==> config.mk <==
export PLATFORM = sky130hd
export DESIGN_NAME = plca_rx_cmd_decoder
export DESIGN_NICKNAME = d
export VERILOG_FILES = /design/src/rtl/plca_rx_cmd_decoder.sv
export SDC_FILE = /design/constraint.sdc
export NUM_CORES = 1
export LEC_CHECK = 0
export BUFFER_PORTS_ARGS = -buffer_cell sky130_fd_sc_hd__buf_4
export CAP_MARGIN = 20
export CELL_PAD_IN_SITES_DETAIL_PLACEMENT = 0
export CELL_PAD_IN_SITES_GLOBAL_PLACEMENT = 1
export CORE_MARGIN = 3
export CORE_UTILIZATION = 36
export DETAILED_ROUTE_END_ITERATION = 7
export GPL_ROUTABILITY_DRIVEN = 0
export PLACE_DENSITY_LB_ADDON = 0.3
export SETUP_SLACK_MARGIN = 0.2
export SKIP_CTS_REPAIR_TIMING = 1
export SLEW_MARGIN = 40
export SYNTH_ARGS = -nofsm -noshare
export SYNTH_HDL_FRONTEND = slang
export SYNTH_SLANG_ARGS = --single-unit
==> constraint.sdc <==
create_clock -name clk -period 2.25 [get_ports clk]
set_input_delay 0.225 -clock clk [delete_from_list [all_inputs] [get_ports clk]]
set_output_delay 0.225 -clock clk [all_outputs]
set_load 0.01 [all_outputs]
==> src/rtl/plca_rx_cmd_decoder.sv <==
// Receive-side PLCA request decoder: classifies MII receive samples and turns
// BEACON/COMMIT request encodings into rx_cmd / receiving, with error counting.
module plca_rx_cmd_decoder #(
  parameter int BEACON_MIN = 4,
  parameter int ERR_W      = 8
) (
  input  logic             clk,
  input  logic             reset_n,
  input  logic             plca_en,
  input  logic [3:0]       RXD,
  input  logic             RX_DV,
  input  logic             RX_ER,
  output logic [1:0]       rx_cmd,
  output logic             receiving,
  output logic             beacon_det,
  output logic             commit_det,
  output logic [ERR_W-1:0] beacon_cnt,
  output logic [ERR_W-1:0] rx_err_cnt
);

  typedef enum logic [2:0] {
    S_IDLE,
    S_BCN_QUAL,
    S_BEACON,
    S_COMMIT,
    S_DATA
  } state_t;

  localparam logic [1:0] CMD_BEACON = 2'b00;
  localparam logic [1:0] CMD_COMMIT = 2'b01;
  localparam logic [1:0] CMD_NONE   = 2'b10;
  localparam logic [3:0] QMIN       = 4'(BEACON_MIN);
  localparam logic [ERR_W-1:0] CNT_MAX = '1;

  state_t           state_q, state_d;
  logic [3:0]       qcnt_q, qcnt_d;
  logic [3:0]       qcntInc;
  logic [1:0]       rx_cmd_q, rx_cmd_d;
  logic             receiving_q, receiving_d;
  logic             beacon_det_q, beacon_det_d;
  logic             commit_det_q, commit_det_d;
  logic [ERR_W-1:0] beacon_cnt_q, beacon_cnt_d;
  logic [ERR_W-1:0] rx_err_cnt_q, rx_err_cnt_d;
  logic [ERR_W:0]   errSum;
  logic [1:0]       errInc;

  logic             sampB, sampC, sampX, sampD;
  state_t           idleNext;
  logic [3:0]       idleQcnt;
  logic             idleErr;

  assign sampD = RX_DV;
  assign sampB = !RX_DV && RX_ER && (RXD == 4'h2);
  assign sampC = !RX_DV && RX_ER && (RXD == 4'h3);
  assign sampX = !RX_DV && RX_ER && (RXD != 4'h2) && (RXD != 4'h3);
  assign qcntInc = qcnt_q + 4'd1;

  // How IDLE would treat the current sample; several states fall back to this.
  always_comb begin
    idleNext = S_IDLE;
    idleQcnt = 4'd0;
    idleErr  = 1'b0;
    if (sampD) begin
      idleNext = S_DATA;
    end else if (sampC) begin
      idleNext = S_COMMIT;
    end else if (sampB) begin
      if (QMIN == 4'd1) begin
        idleNext = S_BEACON;
      end else begin
        idleNext = S_BCN_QUAL;
        idleQcnt = 4'd1;
      end
    end else if (sampX) begin
      idleErr = 1'b1;
    end
  end

  // A short beacon ending in an X sample counts two errors in one cycle.
  always_comb begin
    state_d = state_q;
    qcnt_d  = 4'd0;
    errInc  = 2'd0;
    unique case (state_q)
      S_IDLE: begin
        state_d = idleNext;
        qcnt_d  = idleQcnt;
        errInc  = {1'b0, idleErr};
      end
      S_BCN_QUAL: begin
        if (sampB) begin
          if (qcntInc >= QMIN) begin
            state_d = S_BEACON;
          end else begin
            qcnt_d = qcntInc;
          end
        end else begin
          state_d = idleNext;
          qcnt_d  = idleQcnt;
          errInc  = 2'd1 + {1'b0, idleErr};
        end
      end
      S_BEACON: begin
        if (sampB)      state_d = S_BEACON;
        else if (sampC) state_d = S_COMMIT;
        else if (sampD) state_d = S_DATA;
        else            state_d = S_IDLE;
      end
      S_COMMIT: begin
        if (sampC) begin
          state_d = S_COMMIT;
        end else if (sampB) begin
          state_d = idleNext;
          qcnt_d  = idleQcnt;
        end else if (sampD) begin
          state_d = S_DATA;
        end else begin
          state_d = S_IDLE;
        end
      end
      S_DATA: begin
        if (sampD) begin
          state_d = S_DATA;
          errInc  = {1'b0, RX_ER};
        end else begin
          state_d = idleNext;
          qcnt_d  = idleQcnt;
          errInc  = {1'b0, idleErr};
        end
      end
      default: begin
        state_d = S_IDLE;
      end
    endcase
    if (!plca_en) begin
      state_d = S_IDLE;
      qcnt_d  = 4'd0;
      errInc  = 2'd0;
    end
  end

  always_comb begin
    rx_cmd_d     = CMD_NONE;
    receiving_d  = (state_d == S_DATA);
    beacon_det_d = (state_d == S_BEACON) && (state_q != S_BEACON);
    commit_det_d = (state_d == S_COMMIT) && (state_q != S_COMMIT);
    if (state_d == S_BEACON)      rx_cmd_d = CMD_BEACON;
    else if (state_d == S_COMMIT) rx_cmd_d = CMD_COMMIT;

    beacon_cnt_d = beacon_cnt_q;
    if (beacon_det_d && (beacon_cnt_q != CNT_MAX)) begin
      beacon_cnt_d = beacon_cnt_q + 1'b1;
    end

    errSum       = {1'b0, rx_err_cnt_q} + (ERR_W + 1)'(errInc);
    rx_err_cnt_d = errSum[ERR_W] ? CNT_MAX : errSum[ERR_W-1:0];
  end

  always_ff @(posedge clk) begin
    if (!reset_n) begin
      state_q      <= S_IDLE;
      qcnt_q       <= 4'd0;
      rx_cmd_q     <= CMD_NONE;
      receiving_q  <= 1'b0;
      beacon_det_q <= 1'b0;
      commit_det_q <= 1'b0;
      beacon_cnt_q <= '0;
      rx_err_cnt_q <= '0;
    end else begin
      state_q      <= state_d;
      qcnt_q       <= qcnt_d;
      rx_cmd_q     <= rx_cmd_d;
      receiving_q  <= receiving_d;
      beacon_det_q <= beacon_det_d;
      commit_det_q <= commit_det_d;
      beacon_cnt_q <= beacon_cnt_d;
      rx_err_cnt_q <= rx_err_cnt_d;
    end
  end

  assign rx_cmd     = rx_cmd_q;
  assign receiving  = receiving_q;
  assign beacon_det = beacon_det_q;
  assign commit_det = commit_det_q;
  assign beacon_cnt = beacon_cnt_q;
  assign rx_err_cnt = rx_err_cnt_q;

endmodule

=== Word-level counts from Yosys, hierarchy flattened ===
Index checks and enable logic that the tools add are counted.

* Register bits: 28
* Latch bits: 0
* Memory bits (writable): 0
* ROM bits: 0
* Bits of input ports: 9
* Output and inout bits: 21
* Logic and storage cells: 74
* Memories kept: 0

* $add $sub $neg: 4
* Multipliers: 0
* Div/mod/pow operators: 0
* Order comparisons: 1
* Equality and inequality tests: 14
* Shift operators: 0
* Muxes and demuxes: 33
* Bitwise operators: 1
* Reduce and logical (&&, ||, !) cells: 12

{| class="wikitable"
|+ Operator list
! operator !! number
|-
| 2-to-1 mux 3 bit || 10
|-
| 2-to-1 mux 4 bit || 5
|-
| one-hot mux 4 bit (4 select lines) || 1
|-
| one-hot mux 3 bit (5 select lines) || 1
|-
| == test 3 x 2 -> 1 bit, second input constant || 4
|-
| 2-to-1 mux 2 bit || 5
|-
| adder 8 x 2 -> 9 bit || 1
|-
| 2-to-1 mux 1 bit || 9
|-
| adder 8 x 1 -> 8 bit, second input constant || 1
|-
| == test 4 x 2 -> 1 bit, second input constant || 2
|-
| logical AND 1 bit || 8
|-
| 2-to-1 mux 8 bit || 1
|-
| inequality test 4 x 2 -> 1 bit, second input constant || 2
|-
| inequality test 8 bit, second input constant || 1
|-
| == test 3 bit, second input constant || 2
|-
| inequality test 3 x 2 -> 1 bit, second input constant || 2
|-
| one-hot mux 2 bit (3 select lines) || 1
|-
| adder 4 x 1 -> 4 bit, second input constant || 1
|-
| greater-or-equal comparator 4 x 3 -> 1 bit, second input constant || 1
|-
| == test 3 x 1 -> 1 bit, second input constant || 1
|-
| zero test 3 bit || 1
|-
| adder 1 x 1 -> 2 bit, first input constant || 1
|-
| AND reduction 2 bit || 1
|-
| OR reduction 2 bit || 1
|-
| other kinds (2) || 2
|}

=== Depth between registers and ports, before layout ===
* Word-level depth: 14
* Mapped depth: 12
* Gate-level depth less buffers: 12

=== Worst setup path after synthesis ===
No wires, ideal clock.

* Path type: register to register
* Start point: register state_q[0]
* End point: register rx_err_cnt_q[0] (netlist: rx_err_cnt[0])
* Setup time: 70 ps
* Data arrival time: 2295 ps
* Data required time: 2180 ps
* Slack: -115 ps
* Stages on the path, launching flop included: 12
* Buffers on the path: 0
* Clock period less this slack: 2365 ps
* Cell sequence: dfxtp_1 -> and2b_1 -> and2b_1 -> a32oi_1 -> nor2b_1 -> ha_1 -> inv_1 -> fa_1 -> nor2_1 -> nand2_1 -> or2_2 -> a21oi_1

* Word-level cells in the longest chain between the ends: 5
* Elaborated cells between the ends (all ways): 7
* Classes of those cells: 1 x add/sub; 2 x eq/ne; 3 x mux; 1 x reduce/logical

{| class="wikitable"
|+ RTL lines
! what !! line !! RTL
|-
| from (decl) || 35 || <nowiki>state_t state_q, state_d;</nowiki>
|-
| from (signal assigned) || 170 || <nowiki>state_q <= state_d;</nowiki>
|-
| == test 3 bit, or another cell as far along || 84 || <nowiki>unique case (state_q)</nowiki>
|-
| one-hot mux 2 bit (3 select lines) * || 84 ||
|-
| 2-to-1 mux 2 bit * || 135 || <nowiki>if (!plca_en) begin</nowiki>
|-
| adder 8 x 2 -> 9 bit * || 155 || <nowiki>errSum = {1'b0, rx_err_cnt_q} + (ERR_W + 1)'(errInc);</nowiki>
|-
| 2-to-1 mux 8 bit * || 156 || <nowiki>rx_err_cnt_d = errSum[ERR_W] ? CNT_MAX : errSum[ERR_W-1:0];</nowiki>
|-
| to (signal assigned) || 177 || <nowiki>rx_err_cnt_q <= rx_err_cnt_d;</nowiki>
|-
| to (decl) || 43 || <nowiki>logic [ERR_W-1:0] rx_err_cnt_q, rx_err_cnt_d;</nowiki>
|}

Every way passes the cells marked *; elsewhere a longest branch is shown, timed or not.
A chain may end at the register's enable or synchronous reset.

=== Worst setup path after layout ===
* Start point: register state_q[2]
* End point: register rx_err_cnt_q[7] (netlist: rx_err_cnt[7])

The elaborated chain is that of the path after synthesis.

==> reports/results.tsv <==
stage	metric	value	unit
global_route	largest net degree at the start of global routing	16	
final_layout	most frequent cells in the layout	buf_4 (41), dfxtp_1 (25), nand2_1 (12)	
route	routed vias/inst	5.28	
sta	Worst Skew	0.00323	ns
final_layout	fin util	0.532	
place	DP Cell Count	231	
synth	Post-Syn Instances	148	
clock_tree	Clock Path Buffers	2	
final_layout	layout cells sized above 1	0.378	
sta	# setup viols final	0	
worst_setup_path	kind of critical path	reg2reg	
place	count of input and output buffers	29	
sta	Final Cycle Share	0.963	
clock_tree	CTS sink cnt	28	
final_layout	Layout Cells excl Fill	239	
worst_setup_path	critical path depth	10	
worst_setup_path	CP required	2.42	ns
synth	register area share after synthesis	0.404	
worst_setup_path	R2R depth	10	
clock_tree	Num CTS Buffers	3	
route	drt wl/cell	13.2	um
final_layout	Net count, final	208	
power_and_ir_drop	clock power share	0.345	
worst_setup_path	crit path to	rx_err_cnt[7]$_SDFF_PN0_	
power_and_ir_drop	PD cells	465	nW/um^2
power_and_ir_drop	peak supply drop	0.364	mV
sta	Least-Margin Pin Slew	0.511	ns
power_and_ir_drop	Pwr Total	871	uW
synth	Seq cells post-synth	28	
final_layout	area delta synth->final	35.0	%
place	Post-DP HPWL	2380	um
clock_tree	# H-tree levels	1	
global_route	vias in the first global route	1150	
floorplanning	Core ar.	3520	um^2
power_and_ir_drop	Psw	183	uW
floorplanning	Initial Util	0.394	
worst_setup_path	Crit Path Max Fanout	3	
sta	Slew Limit Fails	0	
worst_setup_path	origin of the critical flop-to-flop path	state_q[2]$_SDFF_PN0_	
synth	Mean Syn Cell Area	9.38	um^2
synth	Post-Syn Area	1390	um^2
synth	yosys warns	0	
power_and_ir_drop	Logic pwr share	0.077	
route	DRT iter0 DRCs	69	
floorplanning	Die ar.	4640	um^2
global_route	grt ovf	0	
sta	RSZ-0062 raised after global routing	true	
sta	Peak Freq	0.462	GHz
floorplanning	Placement Rows	21	
sta	Hold Fails Final Rpt	0	
synth	Post-synth ARST share	0	
route	DR vias	1262	
worst_setup_path	CP Data Arrival Time	2.33	ns
final_layout	commonest non-fill, non-tap cell in the layout	buf_4	
power_and_ir_drop	leakage power	0.000769	uW
final_layout	Antenna Cells	0	
global_route	first-pass GRT wire length	5130	um
hold_path	class of the worst hold path	in2reg	
power_and_ir_drop	cell internal pwr	688	uW
global_route	Total Routing Usage GR	0.142	
synth	Synth cell types	44	
job	max-cap violations	0	
sta	Slew headroom	0.659	
final_layout	design area	1870	um^2
place	Post-DP Area	1760	um^2
synth	EDFF count, synth	0	
synth	Synth Flop Type	dfxtp_1	
worst_setup_path	CP startpoint	state_q[2]$_SDFF_PN0_	
clock_tree	TritonCTS clock tree	done	
worst_setup_path	Top delay family on crit path	simple AND/OR/NAND/NOR gates	
outcome	outcome	finished clean	
route	Detail Route Antenna Nets	0	
sta	min cycle time layout	2.17	ns
power_and_ir_drop	Sw Ratio	0.210	
worst_setup_path	Startpoint Class	register	
route	DRC errors left	0	
route	DRT Pass-1 Iters	4	
route	DRT Wirelength	3160	um
worst_setup_path	R2R Setup Slk	0.08	ns
worst_setup_path	max incr delay on CP	0.35	ns
power_and_ir_drop	part of the power in registers	0.578	
worst_setup_path	Worst R2R End	rx_err_cnt[7]$_SDFF_PN0_	
floorplanning	die width	68.1	um
worst_setup_path	CP Capture Type	register	
floorplanning	Boundary Pins	30	
clock_tree	clock insertion delay at the later pin of the skew report	0.26	ns
worst_setup_path	worst path bufs/invs	1	
worst_setup_path	critical path's slowest cell	dfxtp_4	
floorplanning	Die Y	68.1	um
worst_setup_path	worst-path cell chain	and2b_1, and2b_2, nand3_1, or2_4, inv_2, ha_4, a21o_1, and4_1, and3_4, o211a_1	
clock_tree	root buf cell	clkbuf_8	
global_route	initial antenna violation count	0	
clock_tree	clock slew at reported path FFs	0.09	ns
[worst reg2reg max path, cell delays in order, from the launching register on]
cell and delay (ns):
dfxtp_4 0.35, and2b_1 0.19, and2b_2 0.17, nand3_1 0.08, or2_4 0.25, inv_2 0.07
ha_4 0.19, a21o_1 0.17, and4_1 0.22, and3_4 0.19, o211a_1 0.19
[state kept, by name, summed over array words and instances (netlist names)]
signal	count
rx_cmd	2
rx_err_cnt	8
beacon_cnt	8
beacon_det	1
receiving	1
state_q	3
commit_det	1
qcnt_q	4
[per-layer routing]
layer	GRT usage	share of wire	up-vias
met2	0.227	0.48	28
met4	0.0447	0.0079	0
met3	0.0246	0.044	2
li1	-	-	631
met5	0	0	-
met1	0.194	0.47	601
[stage by stage]
stage / hold slack, ns / worst slack [ns] / setup TNS, ns
finish: 0.182 / 0.0843 / 0
global route: 0.185 / -0.0931 / -0.460
CTS: 0.181 / 0.0403 / 0
detailed placement: 0.470 / 0.0598 / 0
global placement: 0.474 / 0.0849 / 0
floorplan: 0.315 / 0.125 / 0
[area by class of cell]
cell class | instances | area (um^2)
Timing Repair Buffer | 42 | 319
Sequential cell | 28 | 567
Multi-Input combinational cell | 113 | 853
Inverter | 6 | 22.5
Clock buffer | 4 | 55.1
Fill cell | 344 | 1650
Tap cell | 46 | 57.6
[cell families (layout without fill, tap and decap cells)]
family,Yosys count,in the layout,share of synthesized area
AND/OR/NAND/NOR,69,69,0.314
AO/OA/AOI/OAI,31,31,0.164
flip-flops,28,28,0.404
buffers and inverters,8,52,0.0270
XOR/XNOR,6,6,0.0378
adder cells (fa/ha/maj),5,5,0.0505
other,1,2,0.00270
[synth_stat cells (2+ instances only)]
library cell / instances / area, um^2
and2b_1: 3 / 22.5
a31oi_1: 4 / 25.0
or2_2: 3 / 18.8
nor3b_1: 6 / 45.0
or3_1: 3 / 18.8
and3_1: 2 / 12.5
a21oi_1: 8 / 40.0
inv_1: 6 / 22.5
ha_1: 4 / 50.1
nand4_1: 2 / 12.5
nand2_1: 13 / 48.8
nor3_1: 5 / 25.0
dfxtp_1: 28 / 561
xor2_1: 5 / 43.8
nor2_1: 10 / 37.5
and4_1: 5 / 43.8
o21ai_0: 6 / 30.0
nand3_1: 9 / 45.0
[worst min path at each step]
stage,endpoint,startpoint,depth (start not counted)
final,qcnt_q[0]$_SDFF_PN0_,RXD[0],2
after global placement,qcnt_q[0]$_SDFF_PN0_,RXD[0],2
after detailed placement,qcnt_q[0]$_SDFF_PN0_,RXD[0],2
after global routing,qcnt_q[0]$_SDFF_PN0_,RXD[0],2
after CTS,qcnt_q[0]$_SDFF_PN0_,RXD[0],2
after floorplan,qcnt_q[0]$_SDFF_PN0_,RXD[0],1
[power groups by stage]
stage / Sequential [uW] / Clock, uW / Combinational, uW
finish: 503 / 300 / 67.5
global route: 504 / 338 / 74.1
CTS: 503 / 315 / 64.0
detailed placement: 515 / 0 / 63.9
global placement: 515 / 0 / 62.7
floorplan: 516 / 0 / 30.7
Power figures use the tool's default switching activity.
